$ cat config.mk
export PLATFORM = sky130hd
export DESIGN_NAME = sort_array_loader
export DESIGN_NICKNAME = d
export VERILOG_FILES = /design/src/rtl/sort_array_loader.sv
export SDC_FILE = /design/constraint.sdc
export NUM_CORES = 1
export LEC_CHECK = 0
export CORE_MARGIN = 2
export CORE_UTILIZATION = 43
export DETAILED_ROUTE_END_ITERATION = 16
export GPL_TIMING_DRIVEN = 0
export PLACE_DENSITY_LB_ADDON = 0.15
export SLEW_MARGIN = 10
export SYNTH_ARGS = -nofsm -noshare
export SYNTH_HDL_FRONTEND = slang
export SYNTH_SLANG_ARGS = --single-unit
$ cat constraint.sdc
create_clock -name clk -period 3.85 [get_ports clk]
set_clock_uncertainty 0.1 [all_clocks]
set_input_delay 0.77 -clock clk [delete_from_list [all_inputs] [get_ports clk]]
set_output_delay 0.77 -clock clk [all_outputs]
set_load 0.02 [all_outputs]
$ cat src/rtl/sort_array_loader.sv
// Streams array elements into consecutive data-memory doublewords while holding the core in reset.
// It then releases the core and counts run cycles until the core halts or the cycle limit expires.
module sort_array_loader #(
    parameter int          N_ELEM     = 8,
    parameter logic [63:0] BASE_ADDR  = 64'd0,
    parameter logic [31:0] MAX_CYCLES = 32'd10000,
    localparam int         CW         = $clog2(N_ELEM + 1)
) (
    input  logic          clk,
    input  logic          reset,
    input  logic          in_valid,
    input  logic [63:0]   in_data,
    input  logic          in_last,
    output logic          in_ready,
    output logic          mem_we,
    output logic [63:0]   mem_addr,
    output logic [63:0]   mem_wdata,
    output logic          cpu_reset,
    input  logic          cpu_halt,
    input  logic          restart,
    output logic [CW-1:0] elem_count,
    output logic [31:0]   cycle_count,
    output logic          load_done,
    output logic          timeout
);

    typedef enum logic [1:0] {
        LOAD  = 2'd0,
        FLUSH = 2'd1,
        RUN   = 2'd2,
        DONE  = 2'd3
    } state_t;

    state_t        state, state_next;
    logic          we_next;
    logic [63:0]   addr_next;
    logic [63:0]   wdata_next;
    logic [CW-1:0] elem_next;
    logic [CW-1:0] elem_inc;
    logic [31:0]   cyc_next;
    logic          timeout_next;

    assign elem_inc = elem_count + CW'(1);

    // Gating with reset keeps the handshake closed and the core frozen during reset.
    assign in_ready  = !reset && (state == LOAD);
    assign cpu_reset = reset || (state != RUN);
    assign load_done = !reset && ((state == RUN) || (state == DONE));

    always_comb begin
        state_next   = state;
        we_next      = 1'b0;
        addr_next    = mem_addr;
        wdata_next   = mem_wdata;
        elem_next    = elem_count;
        cyc_next     = cycle_count;
        timeout_next = timeout;
        case (state)
            LOAD: begin
                if (in_valid) begin
                    we_next    = 1'b1;
                    addr_next  = BASE_ADDR + (64'(elem_count) << 3);
                    wdata_next = in_data;
                    elem_next  = elem_inc;
                    if (in_last || (elem_inc == CW'(N_ELEM))) begin
                        state_next = FLUSH;
                    end
                end
            end
            FLUSH: begin
                cyc_next   = 32'd0;
                state_next = RUN;
            end
            RUN: begin
                // Halt wins over the limit: the count is left untouched on a halting edge.
                if (cpu_halt) begin
                    state_next = DONE;
                end else begin
                    cyc_next = cycle_count + 32'd1;
                    if (cyc_next == MAX_CYCLES) begin
                        state_next   = DONE;
                        timeout_next = 1'b1;
                    end
                end
            end
            DONE: begin
                if (restart) begin
                    state_next   = LOAD;
                    elem_next    = '0;
                    cyc_next     = 32'd0;
                    timeout_next = 1'b0;
                end
            end
            default: state_next = LOAD;
        endcase
    end

    always_ff @(posedge clk) begin
        if (reset) begin
            state       <= LOAD;
            mem_we      <= 1'b0;
            mem_addr    <= 64'd0;
            mem_wdata   <= 64'd0;
            elem_count  <= '0;
            cycle_count <= 32'd0;
            timeout     <= 1'b0;
        end else begin
            state       <= state_next;
            mem_we      <= we_next;
            mem_addr    <= addr_next;
            mem_wdata   <= wdata_next;
            elem_count  <= elem_next;
            cycle_count <= cyc_next;
            timeout     <= timeout_next;
        end
    end

endmodule

==> metrics.txt, run 1 <==
most frequent cells in the layout=sky130_fd_sc_hd__nand2_1 (191), sky130_fd_sc_hd__clkdlybuf4s50_1 (178), sky130_fd_sc_hd__dfxtp_1 (108); commonest non-fill, non-tap cell in the layout=sky130_fd_sc_hd__nand2_1; Die X-Extent=117.4 um; Tightest Hold Check Type=flop to flop; Core Region=12570 um^2; cell leakage power=0.003074 uW; height of the chip=117.4 um; die area=13790 um^2; post-CTS setup buffer count=0; total of warnings raised by yosys=0; placer's final routability congestion estimate=0.8933; global-route total usage across every layer=22.43%; max-capacitance violation count=0; logic depth of the worst register-to-register path=9; CTS root buf=sky130_fd_sc_hd__clkbuf_16; first-pass GRT wire length=25460 um; master of the slowest instance on the critical path=sky130_fd_sc_hd__clkdlybuf4s50_1; effective utilization at floorplan=44.01%; number of detailed-routing iterations run before antenna repair=5; end of the worst register-to-register path=timeout; Cell Area, Synth=5532 um^2; count of input and output buffers=178; dpl hpwl=11990 um; endpoint class of the critical path=output pin; routed vias=5569; final setup violation count=0; area added between synthesis and finish=45.40%; Sink Count=108; R2R Setup Slk=0.58 ns; count of flip-flops with a built-in enable after synthesis=0; CP cell instances=clkdlybuf4s50_1 -> buf_6 -> clkbuf_1 -> a21oi_1 -> clkdlybuf4s50_1; average vias per placed instance=4.826; DRC errors left=0; count of unique library cells instantiated by Yosys=63; result of the run=completed; timing startpoint of the critical path=reset; Finished Layout Cells=1154; number of gates resized after cts=0; buffer depth of the longest clock path=2; worst setup path category=primary input to output pin; endpoint of the worst setup timing path=load_done; IO Pins=239; peak ir drop on the vdd network=0.2655 mV; TritonCTS clock tree=done; Critical Path AT=2.64 ns; CP max stage delay=0.58 ns; Worst setup SP type=primary input; post-DR wirelength/cell=13.77 um; Seq/Total Area, Yosys=39.09%; sum of overflow across all layers after global routing=0; top cells by area, synth=sky130_fd_sc_hd__dfxtp_1 (39%), sky130_fd_sc_hd__nand2_1 (13%), sky130_fd_sc_hd__a21oi_1 (9.6%), sky130_fd_sc_hd__buf_4 (8.4%), sky130_fd_sc_hd__nor2_1 (3.3%); Worst-Margin Slew=0.9425 ns; Max Transition Viols Final=0; Tcrit/Tclk final=91.26%; pin count of the biggest net entering global routing=20; normalized max-slew margin=36.79%; number of global-route vias before repair=5051; share of the synthesized area in the top cell type=39.09%; Most common cell on crit path=sky130_fd_sc_hd__clkdlybuf4s50_1; Clk pin slew, worst setup/hold paths=0.07 ns; H-tree levels=3; CP Data Required Time=2.98 ns; Post-Route Setup TNS=0 ns; final hold violation count=0; syn avg cell area=7.588 um^2; Reg-to-Reg Start=cycle_count[0]; net count of the finished layout=1053; row cnt=41; post-synthesis cell type with the largest combined area=sky130_fd_sc_hd__dfxtp_1; Ant. Diodes=0; First DRT Iteration DRCs=355; Cells after DPL=1138; number of antenna violations at the first check in global routing=0; quantity of hold-fixing buffers added after cts=0; Post-DRT Antenna Nets=0; total wire length=15890 um; worst-skew pair later-pin latency=0.34 ns; cts bufs inserted=9; most used flip-flop cell after synthesis=sky130_fd_sc_hd__dfxtp_1; clock period minus worst slack=3.514 ns; power density relative to cell area=461.7 nW/um^2; post-synthesis async set-or-reset flop share=0%; number of synthesized register bits=108; setup repair after global routing missed its margin=no; synthesized instance count=729; achievable frequency=0.2846 GHz; crit-path max FO=10; share of final-layout standard cells stronger than drive strength 1=11.41%
[area by class of cell]
cell class	instances	area, um^2
Buffer	103	668.1
Clock buffer	10	239.0
Clock inverter	6	53.80
Fill cell	1166	4526
Inverter	9	33.78
Multi-Input combinational cell	568	2889
Sequential cell	108	2162
Tap cell	172	215.2
Timing Repair Buffer	178	1782
[layer usage]
metal | global-route usage (%) | vias up | wire length, um
met5 | 0 | - | 0
met4 | 8.283 | 0 | 378
met3 | 4.621 | 23 | 1198
met2 | 37.57 | 221 | 7365
met1 | 28.51 | 2493 | 6947
li1 | - | 2832 | -
[critical path, delay by kind of cell]
kind	cells	cell delay, ns
buffers and inverters	4	1.71
AO/OA/AOI/OAI	1	0.16
[worst min path at each step]
stage | start | end | cells past startpoint
floorplan | state[1] | state[1] | 2
global placement | mem_wdata[37] | mem_wdata[37] | 2
detailed placement | mem_wdata[2] | mem_wdata[2] | 2
CTS | mem_wdata[36] | mem_wdata[36] | 2
global route | mem_wdata[49] | mem_wdata[49] | 2
finish | mem_wdata[33] | mem_wdata[33] | 2
[kinds of logic after synthesis]
family                   count (synthesis)  synth area share, %
XOR/XNOR                                14                2.217
AO/OA/AOI/OAI                          148                15.13
adder cells (fa/ha/maj)                  6                1.357
other                                    1              0.06779
flip-flops                             108                39.09
buffers and inverters                  112                12.69
multiplexers                             4               0.7238
AND/OR/NAND/NOR                        336                28.73
[registers in the layout, indices dropped and copies added (netlist names)]
| name | count |
|---|---|
| cycle_count | 32 |
| elem_count | 4 |
| mem_addr | 4 |
| mem_wdata | 64 |
| mem_we | 1 |
| state | 2 |
| timeout | 1 |
[report_power, final]
part	switching, uW	internal [uW]	total (uW)
sequential	74.2	1250	1330
combinational	897	569	1470
clock	451	469	920
total	1420	2290	3710
[stage by stage]
stage	area, um^2	utilization, %	hold slack (ns)	setup slack (ns)	power (uW)
floorplan	5753	-	0.3840	0.8068	2243
global placement	7750	61.66	0.3401	0.3362	2802
detailed placement	7750	61.66	0.3457	0.3563	2814
CTS	8043	63.99	0.3565	0.3500	3734
global route	8043	63.99	0.3740	0.2656	3932
finish	8043	63.99	0.3537	0.3363	3714
[cell usage after synthesis, types with 3 or more instances]
| cell type | count |
|---|---|
| sky130_fd_sc_hd__buf_1 | 4 |
| sky130_fd_sc_hd__buf_4 | 62 |
| sky130_fd_sc_hd__and4_1 | 3 |
| sky130_fd_sc_hd__xor2_1 | 6 |
| sky130_fd_sc_hd__a21oi_1 | 106 |
| sky130_fd_sc_hd__or2_2 | 4 |
| sky130_fd_sc_hd__or3_1 | 4 |
| sky130_fd_sc_hd__nand4_1 | 10 |
| sky130_fd_sc_hd__nand2_1 | 191 |
| sky130_fd_sc_hd__mux2i_1 | 4 |
| sky130_fd_sc_hd__nor2_1 | 49 |
| sky130_fd_sc_hd__buf_6 | 5 |
| sky130_fd_sc_hd__xnor2_1 | 8 |
| sky130_fd_sc_hd__o21ai_0 | 19 |
| sky130_fd_sc_hd__dfxtp_1 | 108 |
| sky130_fd_sc_hd__nand2b_1 | 3 |
| sky130_fd_sc_hd__nor3_1 | 20 |
| sky130_fd_sc_hd__clkbuf_1 | 30 |
| sky130_fd_sc_hd__and3_1 | 3 |
| sky130_fd_sc_hd__nand3_1 | 13 |
| sky130_fd_sc_hd__nand3b_1 | 3 |
| sky130_fd_sc_hd__inv_1 | 9 |
| sky130_fd_sc_hd__ha_1 | 6 |
| sky130_fd_sc_hd__a22oi_1 | 4 |
| sky130_fd_sc_hd__a211oi_1 | 3 |
| sky130_fd_sc_hd__nor4_1 | 7 |
Note: power is estimated with default switching activity, not from simulation.
==> run 2: changes to the inputs <==
--- a/config.mk
+++ b/config.mk
@@ -9,7 +9,8 @@
 export CORE_UTILIZATION = 43
 export DETAILED_ROUTE_END_ITERATION = 16
 export GPL_TIMING_DRIVEN = 0
-export PLACE_DENSITY_LB_ADDON = 0.15
+export PLACE_DENSITY_LB_ADDON = 0.08
+export SKIP_LAST_GASP = 1
 export SLEW_MARGIN = 10
 export SYNTH_ARGS = -nofsm -noshare
 export SYNTH_HDL_FRONTEND = slang
==> run 2 against run 1 <==
Compared with the run above:
- flip-flop and latch count stayed put
- non-clock buffer count stayed put
- final area is 0.37% higher
- global-route usage is 0.34 points higher
- clock power is 11% higher
- via count is 0.66% higher
- highest routed layer unchanged
==> metrics.txt, run 2 (synthesized netlist as in run 1, its figures left out) <==
result of the run=completed; number of global-route vias before repair=4976; leading registers by flop count=mem_wdata: 64 flops, cycle_count: 32 flops; buffer depth of the longest clock path=2; die area=13790 um^2; IO Pins=239; Critical Path AT=2.60 ns; Worst-Margin Slew=0.9412 ns; number of detailed-routing iterations run before antenna repair=7; pin count of the biggest net entering global routing=19; most frequent cells in the layout=sky130_fd_sc_hd__nand2_1 (191), sky130_fd_sc_hd__clkdlybuf4s50_1 (178), sky130_fd_sc_hd__dfxtp_1 (108); crit-path max FO=10; area added between synthesis and finish=45.94%; post-route cell area=8073 um^2; setup repair after global routing missed its margin=no; CP cell instances=clkdlybuf4s50_1 -> clkbuf_1 -> nand2b_1 -> clkdlybuf4s50_1; combinational share of power=38.4%; average vias per placed instance=4.858; R2R Setup Slk=0.54 ns; Most common cell on crit path=sky130_fd_sc_hd__clkdlybuf4s50_1; Tightest Hold Check Type=flop to flop; Die X-Extent=117.4 um; First DRT Iteration DRCs=435; timing startpoint of the critical path=reset; Reg-to-Reg Start=cycle_count[0]; routed vias=5606; sum of overflow across all layers after global routing=0; Sw Share=37.13%; Post-Route Setup TNS=0 ns; worst-skew pair later-pin latency=0.36 ns; number of flip-flops under the largest register name=64; quantity of hold-fixing buffers added after cts=0; effective utilization at floorplan=44.01%; commonest non-fill, non-tap cell in the layout=sky130_fd_sc_hd__nand2_1; peak ir drop on the vdd network=0.2992 mV; power density relative to cell area=473.0 nW/um^2; end of the worst register-to-register path=timeout; max-capacitance violation count=0; placer's final routability congestion estimate=0.8907; Tcrit/Tclk final=90.03%; CP max stage delay=0.62 ns; worst setup path category=primary input to output pin; TritonCTS clock tree=done; height of the chip=117.4 um; hold path start=mem_wdata[23]; clock period minus worst slack=3.466 ns; master of the slowest instance on the critical path=sky130_fd_sc_hd__clkdlybuf4s50_1; register with the highest flop count=mem_wdata; DRC errors left=0; total wire length=16100 um; CTS root buf=sky130_fd_sc_hd__clkbuf_16; Clk pin slew, worst setup/hold paths=0.07 ns; number of gates resized after cts=0; CP Data Required Time=2.98 ns; post-CTS setup buffer count=0; endpoint class of the critical path=output pin; H-tree levels=3; share of final-layout standard cells stronger than drive strength 1=11.30%; cts bufs inserted=9; Clock power frac=26.7%; post-DR wirelength/cell=13.95 um; DP Area=7750 um^2; final hold slack=0.3534 ns; Flop pwr share=34.9%; Max Transition Viols Final=0; hold depth=2; Core Region=12570 um^2; dpl hpwl=11890 um; normalized max-slew margin=36.88%; number of antenna violations at the first check in global routing=0; Sink Count=108; Ant. Diodes=0; first-pass GRT wire length=25450 um; global-route total usage across every layer=22.77%; net count of the finished layout=1053; count of input and output buffers=178; final setup violation count=0; internal power component=2401 uW; cell leakage power=0.003098 uW; Worst setup SP type=primary input; switching pwr=1418 uW; logic depth of the worst register-to-register path=9; filler cell count in the final layout=1179; achievable frequency=0.2885 GHz; row cnt=41; Post-DRT Antenna Nets=0; final hold violation count=0; WHS Endpoint=mem_wdata[23]
-- run 2: cell types whose count changed in the layout (fill, tap and decap cells not counted), sizes merged --
cell and delta:
bufinv +2, clkinvlp -3, clkinv +2, inv -1
-- run 2: how the worst max path moves through the flow --
| stage | cells past startpoint | slack (ns) | end |
|---|---|---|---|
| after floorplan | 9 | 0.81 | timeout |
| after global placement | 4 | 0.40 | cpu_reset |
| after detailed placement | 4 | 0.40 | cpu_reset |
| after CTS | 4 | 0.39 | cpu_reset |
| after global routing | 7 | 0.28 | load_done |
| final | 4 | 0.38 | cpu_reset |
-- run 2: cell type report --
| cell class | instances | area, um^2 | share of cell area (%) |
|---|---|---|---|
| sequential | 108 | 2162 | 26.78 |
| clock buffer | 10 | 229.0 | 2.836 |
| inverter | 9 | 33.78 | 0.4185 |
| tap | 172 | 215.2 | 2.666 |
| timing repair buffer | 178 | 1782 | 22.07 |
| buffer | 103 | 668.1 | 8.277 |
| clock inverter | 6 | 93.84 | 1.162 |
| multi-input combinational | 568 | 2889 | 35.79 |
-- run 2: worst max-delay path: cells and delay by family --
family	cells	cell delay [ns]
buffers and inverters	3	1.63
AND/OR/NAND/NOR	1	0.19
-- run 2: layer usage --
layer	GRT usage, %	up-vias	share of wire, %
li1	-	2837	-
met1	29.61	2517	44
met2	35.31	225	45
met3	6.566	27	8.8
met4	9.639	0	2.5
met5	0	-	0
-- run 2: through the flow --
| step | instances | power (uW) | utilization [%] | setup WS, ns |
|---|---|---|---|---|
| 5_1_grt | 1154 | 4042 | 64.23 | 0.2846 |
| 3_3_place_gp | 1138 | 2807 | 61.66 | 0.4013 |
| 3_5_place_dp | 1138 | 2817 | 61.66 | 0.4048 |
| 2_1_floorplan | 788 | 2243 | - | 0.8068 |
| 6_report | 1154 | 3819 | 64.23 | 0.3837 |
| 4_1_cts | 1154 | 3840 | 64.23 | 0.3906 |
-- run 2: power groups by stage --
stage / registers, uW / clock network, uW / logic [uW]
6_report: 1330 / 1020 / 1470
5_1_grt: 1350 / 1080 / 1610
4_1_cts: 1330 / 1040 / 1470
3_5_place_dp: 1360 / 0 / 1460
3_3_place_gp: 1350 / 0 / 1460
2_1_floorplan: 1510 / 0 / 737
